`config.mk`:
```
export PLATFORM = sky130hd
export DESIGN_NAME = vga_sync_gen
export DESIGN_NICKNAME = d
export VERILOG_FILES = /design/src/rtl/vga_pkg.sv /design/src/rtl/vga_sync_gen_div.sv /design/src/rtl/vga_sync_gen.sv
export SDC_FILE = /design/constraint.sdc
export NUM_CORES = 1
export LEC_CHECK = 0
export BUFFER_PORTS_ARGS = -buffer_cell sky130_fd_sc_hd__buf_2
export CAP_MARGIN = 20
export CELL_PAD_IN_SITES_DETAIL_PLACEMENT = 0
export CELL_PAD_IN_SITES_GLOBAL_PLACEMENT = 1
export CORE_ASPECT_RATIO = 0.9
export CORE_UTILIZATION = 45
export CTS_CLUSTER_SIZE = 14
export DETAILED_ROUTE_END_ITERATION = 10
export HOLD_SLACK_MARGIN = 0.1
export PLACE_DENSITY = 0.8
export SETUP_SLACK_MARGIN = 0.3
export SYNTH_ARGS = -nofsm -noshare
export SYNTH_HDL_FRONTEND = slang
export SYNTH_SLANG_ARGS = --single-unit
```
`constraint.sdc`:
```
create_clock -name clock -period 5 [get_ports clock]
set_input_delay 0.25 -clock clock [delete_from_list [all_inputs] [get_ports clock]]
set_output_delay 0.25 -clock clock [all_outputs]
set_load 0.02 [all_outputs]
```
`src/rtl/vga_pkg.sv`:
```
// vga_pkg: 640x480@60 timing constants, counter widths and the pixel pipeline stage type
package vga_pkg;
    localparam int H_VIS   = 640;
    localparam int H_FP    = 16;
    localparam int H_SYNC  = 96;
    localparam int H_BP    = 48;
    localparam int H_TOTAL = H_VIS + H_FP + H_SYNC + H_BP;
    localparam int V_VIS   = 480;
    localparam int V_FP    = 10;
    localparam int V_SYNC  = 2;
    localparam int V_BP    = 33;
    localparam int V_TOTAL = V_VIS + V_FP + V_SYNC + V_BP;
    localparam int XW      = $clog2(H_TOTAL);
    localparam int YW      = $clog2(V_TOTAL);

    typedef struct packed {
        logic [XW-1:0] x;
        logic [YW-1:0] y;
        logic          act;
        logic          hs;
        logic          vs;
        logic          valid;
    } pix_stage_t;
endpackage

```
`src/rtl/vga_sync_gen_div.sv`:
```
// pixel_tick_div: one-clock pix_en pulse every CLK_DIV system clocks
module pixel_tick_div #(
    parameter int CLK_DIV = 4
) (
    input  logic clock,
    input  logic reset,
    output logic pix_en
);
    localparam int W = $clog2(CLK_DIV);
    localparam logic [W-1:0] LAST = W'(CLK_DIV - 1);

    logic [W-1:0] div_cnt;

    // count 0..CLK_DIV-1 and wrap on the tick
    always_ff @(posedge clock) begin
        if (reset) div_cnt <= '0;
        else       div_cnt <= pix_en ? '0 : div_cnt + 1'b1;
    end

    assign pix_en = div_cnt == LAST;
endmodule

```
`src/rtl/vga_sync_gen.sv`:
```
// vga_sync_gen: pixel tick, x/y sync decode, LAT-tick alignment pipeline and frame pulses
module vga_sync_gen
    import vga_pkg::*;
#(
    parameter int CLK_DIV = 4,
    parameter bit H_POL   = 1'b0,
    parameter bit V_POL   = 1'b0,
    parameter int LAT     = 2
) (
    input  logic          clock,
    input  logic          reset,
    input  logic [XW-1:0] x,
    input  logic [YW-1:0] y,
    output logic          pix_en,
    output logic [XW-1:0] xo,
    output logic [YW-1:0] yo,
    output logic          active,
    output logic          hsync,
    output logic          vsync,
    output logic          line_start,
    output logic          frame_start,
    output logic [7:0]    frame_cnt
);
    localparam logic [XW-1:0] HV  = XW'(H_VIS);
    localparam logic [XW-1:0] HS0 = XW'(H_VIS + H_FP);
    localparam logic [XW-1:0] HS1 = XW'(H_VIS + H_FP + H_SYNC);
    localparam logic [YW-1:0] VV  = YW'(V_VIS);
    localparam logic [YW-1:0] VS0 = YW'(V_VIS + V_FP);
    localparam logic [YW-1:0] VS1 = YW'(V_VIS + V_FP + V_SYNC);

    pix_stage_t s0, ld, f;
    pix_stage_t pipe [LAT];
    logic       ls_n, fs_n;

    pixel_tick_div #(.CLK_DIV(CLK_DIV)) u_div (
        .clock (clock),
        .reset (reset),
        .pix_en(pix_en)
    );

    // out-of-range x/y fall outside every window, so they decode as blank without sync
    always_comb s0 = '{x: x, y: y,
                       act: (x < HV) && (y < VV),
                       hs: (x >= HS0) && (x < HS1),
                       vs: (y >= VS0) && (y < VS1),
                       valid: 1'b1};

    // shift the decoded pixel through LAT stages, one step per pixel tick
    always_ff @(posedge clock) begin
        if (reset) begin
            for (int i = 0; i < LAT; i++) pipe[i] <= '0;
        end else if (pix_en) begin
            pipe[0] <= s0;
            for (int i = 1; i < LAT; i++) pipe[i] <= pipe[i-1];
        end
    end

    generate
        if (LAT == 1) begin : g_ld_dec
            assign ld = s0;
        end else begin : g_ld_pipe
            assign ld = pipe[LAT-2];
        end
    endgenerate

    assign f           = pipe[LAT-1];
    assign xo          = f.valid ? f.x : '0;
    assign yo          = f.valid ? f.y : '0;
    assign active      = f.valid && f.act;
    assign hsync       = (f.valid && f.hs) ? H_POL : ~H_POL;
    assign vsync       = (f.valid && f.vs) ? V_POL : ~V_POL;
    assign ls_n        = pix_en && ld.valid && (ld.x == '0);
    assign fs_n        = ls_n && (ld.y == '0);

    // pulses mark the clock in which the output stage holds column 0 / pixel (0,0)
    always_ff @(posedge clock) begin
        if (reset) begin
            line_start  <= 1'b0;
            frame_start <= 1'b0;
            frame_cnt   <= '0;
        end else begin
            line_start  <= ls_n;
            frame_start <= fs_n;
            if (fs_n) frame_cnt <= frame_cnt + 8'd1;
        end
    end
endmodule
```
== Yosys cells after proc, flatten, opt, wreduce, memory -nomap -nowiden ==
Memory sizes are Yosys's and may differ from the RTL's.
Cells that the tools add are included.

* Bits in registers: 12
* Bits in latches: 0
* Output and inout bits: 34
* RAM bits: 48
* ROM bits: 0
* Memories: 1
* Word-level logic and storage cells: 39

{| class="wikitable"
|+ Memory list
! name !! words !! bits a word !! read ports !! clocked after Yosys merged registers in !! wr ports !! line !! source
|-
| pipe || 2 || 24 || 2 || 0 || 2 || vga_sync_gen.sv:32 || <nowiki>pix_stage_t pipe [LAT];</nowiki>
|}

* Div/mod/pow operators: 0
* Shift operators: 0
* Reductions and logical operators: 12
* Eq/ne operators: 1
* $mul: 0
* Bitwise operators: 2
* Magnitude comparators: 6
* Add/subtract/negate cells: 2
* Multiplexer cells: 11

{| class="wikitable"
|+ Operators by type and width
! operator !! number
|-
| two-way mux 24 bit || 2
|-
| zero test 10 bit || 2
|-
| less-than comparator 10 bit (second input constant) || 2
|-
| less-than comparator 10 x 9 -> 1 bit (second input constant) || 2
|-
| two-way mux 10 bit || 2
|-
| >= comparator 10 bit (second input constant) || 1
|-
| >= comparator 10 x 9 -> 1 bit (second input constant) || 1
|-
| logical AND 1 bit || 9
|-
| adder 8 x 1 -> 8 bit (second input constant) || 1
|-
| two-way mux 1 bit || 7
|-
| adder 2 x 1 -> 2 bit (second input constant) || 1
|-
| equality test 2 bit (second input constant) || 1
|-
| OR 1 bit || 2
|-
| OR reduction 2 bit || 1
|}

== Logic depth before layout (Yosys ltp) ==
* Depth after elaboration: 5
* Mapped depth: 6
* Depth with buffers taken out: 5

== Cells and area by module ==
From an unflattened synthesis, not the netlist that was laid out.

* Cell total of the unflattened synthesis: 198
* Area, all modules: 2600.0 um2

{| class="wikitable"
|+ By module, submodules not included
! module !! instances !! area each (um2) !! cells an instance
|-
| vga_sync_gen || 1 || 2524.9 || 193
|-
| pixel_tick_div || 1 || 75.1 || 5
|}

== Worst setup path after synthesis ==
OpenSTA, ideal clock, no wires.

* Kind: register -> register
* From: register u_div.div_cnt[0]
* To: memory pipe[0][0] (netlist bit), enable pin
* Setup time: 0.385 ns
* Arrival time: 1.328 ns
* Cell stages (with the launch flop): 3
* Path slack: 3.286 ns
* Clock period less this slack: 1.714 ns
* Buffers on the path: 0
* Path through: dfxtp_1 -> ha_1 -> or2_2

{| class="wikitable"
|+ RTL lines
! what !! line !! source
|-
| start, declared || vga_sync_gen_div.sv:12 || <nowiki>logic [W-1:0] div_cnt;</nowiki>
|-
| start signal, assigned || vga_sync_gen_div.sv:17 || <nowiki>else div_cnt <= pix_en ? '0 : div_cnt + 1'b1;</nowiki>
|-
| end, declared || vga_sync_gen.sv:32 ||
|}

==> key figures <==
Status
  – Status: completed

Cells and area
  – Commonest non-fill, non-tap cell in the layout: and2_1
  – Most frequent cells in the layout: and2_1 (64), buf_2 (55), edfxtp_1 (48)
  – Final instance area: about 3100 sq um
  – Fill count: between 400 and 500
  – Share of cells above drive strength 1: 0.307
  – Fin nets: about 280
  – Area growth, synth to finish: 21.2%
  – # diodes: 0

Clocking
  – Worst-skew pair later-pin latency: approximately 0.32 ns
  – CTS tree: built
  – # H-tree levels: 3
  – Clk pin slew, worst setup/hold paths: approximately 0.060 ns
  – CTS Root Cell: clkbuf_8
  – CTS Buf Count: 9
  – Sink Count: 60
  – Post-cts resize count: 0
  – Clock buffer depth: 2
  – Post-CTS setup buffer count: 0
  – Hold buffers post-CTS: 0

Global routing
  – Grt ovf: 0
  – GRT Overall Usage: 0.158
  – Vias in the first global route: approximately 1400
  – Global-route wire length before repair: about 6800 um
  – Pin count of the biggest net entering global routing: between 50 and 60
  – Initial antenna violation count: 0

Timing
  – Slew HR: 0.639
  – Final setup violation count: 0
  – Final Max Tran Viols: 0
  – Unrepaired setup endpoints after global routing: no
  – Final Skew: 0.00552 ns
  – F_max: between 500 and 600 MHz
  – Final TNS setup: 0 ns
  – Min Clock Period, post-route: approximately 1.9 ns
  – Least-Margin Pin Slew: 0.542 ns
  – Hold Fails Final Rpt: 0
  – Final period util: 0.378

Routing
  – Top Metal Used: met4
  – WL per Instance: between 10 and 15 um
  – WL met1: ~2200 um
  – Detail Route Antenna Nets: 0
  – DRT iter0 DRCs: slightly below 100
  – Post-route DRC: 0
  – WL met2: between 1500 and 2000 um
  – Drt pass-1 iters: 4
  – Total routed wirelength: 4250 um
  – Vias: roughly 1600
  – Met3 wire len: 174 um
  – Routed vias/inst: ~4.8

Worst setup path
  – Crit path required time: 5.21 ns
  – CP Class: reg -> reg
  – Crit path DAT: 2.10 ns
  – Max FO, Critical Path: 16
  – Startpoint class of the critical path: flop
  – CP Capture Type: flop

Power
  – Clock share of power: 0.407
  – Sequential power share: 0.532
  – Net Switching: between 0.2 and 0.25 mW
  – Pwr dens: between 300 and 400 nW/um^2
  – Combinational share of power: 0.061
  – Pint: 0.869 mW
  – Sw frac: 0.208
  – Leak: between 1 and 1.5 nW
  – VDD IR max: 0.164 mV

Job
  – Maxcap violations: 0

Synthesis
  – Mapped Cells: between 200 and 250
  – Net Count, Synth: between 200 and 250
  – Mapped Area: 2580 sq um
  – Syn Area/Cell: around 13 sq um
  – Warnings from Yosys: 0
  – Synth Register Bits: 60
  – Register area share after synthesis: 0.652
  – Synth unique cells: 30

Floorplan
  – Core Rows: 25
  – Initial core utilization: 0.479
  – Die W: a little over 80 um
  – Area of the core: roughly 5400 sq um
  – DIE AREA: roughly 6000 sq um
  – IO Count: 56
  – Die Span Y: between 70 and 80 um

Place
  – GPL Wtd Cong: about 0.73
  – PortBufs: 55
  – Detailed Place HPWL: just under 3000 um
  – Placement Cell Area: 2900 sq um

Worst hold path
  – HP Class: in -> reg
## state kept, by name, summed over array words and instances, names as in the netlist
name	cells
u_div.div_cnt	2
frame_start	1
frame_cnt	8
line_start	1
pipe	48
## power groups by stage
stage | sequential (mW) | combinational (mW) | clock, mW
after detailed placement | 0.596 | 0.0660 | 0
after global routing | 0.587 | 0.0751 | 0.475
final | 0.584 | 0.0674 | 0.446
after global placement | 0.595 | 0.0649 | 0
after CTS | 0.585 | 0.0661 | 0.457
after floorplan | 0.588 | 0.0444 | 0
## cells by family after synthesis
| kind of cell | after synthesis | share of synthesized area |
|---|---|---|
| fa+ha+maj | 2 | 0.00971 |
| buf+inv | 14 | 0.0238 |
| simple gates | 110 | 0.276 |
| flops | 60 | 0.652 |
| compound gates | 15 | 0.0340 |
| mux | 1 | 0.00437 |
## through the flow
step           hold WS (ns)  instances  power [mW]  utilization  setup slack [ns]
5_1_grt               0.196        331        1.14        0.581              2.96
3_5_place_dp          0.418        315       0.662        0.539              3.05
3_3_place_gp          0.413        315       0.660        0.539              3.16
4_1_cts               0.197        330        1.11        0.577              3.05
6_report              0.209        331        1.10        0.581              3.11
2_1_floorplan         0.399        202       0.633            -              3.29
## synth_stat cells
cell / instances / area (sq um)
or3_1: 2 / 12.5
nor3_1: 3 / 15.0
buf_2: 1 / 5.00
inv_1: 4 / 15.0
buf_6: 1 / 11.3
and2_1: 64 / 400
dfxtp_1: 12 / 240
or4_1: 5 / 37.5
nor4_2: 3 / 37.5
o21ai_0: 3 / 15.0
and3_1: 2 / 12.5
nor4_1: 2 / 12.5
or2_2: 1 / 6.26
edfxtp_1: 48 / 1440
mux2_2: 1 / 11.3
and4b_1: 2 / 20.0
a21oi_1: 7 / 35.0
and2_2: 1 / 7.51
or4b_2: 1 / 10.0
ha_1: 2 / 25.0
nand3_2: 1 / 10.0
nand4_2: 1 / 12.5
nand2_1: 4 / 15.0
nand4_1: 2 / 12.5
nand3_1: 5 / 25.0
nor2_1: 8 / 30.0
nor2b_1: 2 / 12.5
clkbuf_1: 8 / 30.0
nor4_4: 1 / 21.3
o31ai_1: 5 / 37.5
## path summary, 6_finish.rpt
| check | startpoint | slack (ns) | depth (start not counted) | to |
|---|---|---|---|---|
| worst max register to register | pipe[0][5]$_SDFFCE_PN0P_ | 3.11 | 4 | frame_cnt[7]$_SDFFE_PP0P_ |
| worst max-delay path | pipe[0][5]$_SDFFCE_PN0P_ | 3.11 | 4 | frame_cnt[7]$_SDFFE_PP0P_ |
| worst min register to register | u_div.div_cnt[0]$_SDFF_PP0_ | 0.44 | 1 | u_div.div_cnt[0]$_SDFF_PP0_ |
| worst min-delay path | x[3] | 0.21 | 2 | pipe[0][17]$_SDFFCE_PN0P_ |
## worst max-delay path: stages, from the launching register on
cell      delay (ns)
edfxtp_1        0.40
nor4_2          0.33
nand3_2         0.30
nor4_1          0.38
mux2_2          0.37
## cell type report
class	instances	area (sq um)	area share
flip-flops and latches	60	1680	0.538
multi-input cells	128	837	0.268
repair buffers	57	303	0.0969
clock buffers	9	124	0.0396
well taps	67	83.8	0.0268
clock inverters	6	80.1	0.0256
inverters	4	15.0	0.00481
## layer usage
layer | vias to the layer above | track usage
met4 | 0 | 0.0877
li1 | 837 | -
met2 | 41 | 0.218
met5 | - | 0
met1 | 719 | 0.227
met3 | 7 | 0.0410
Power figures use the tool's default switching activity.
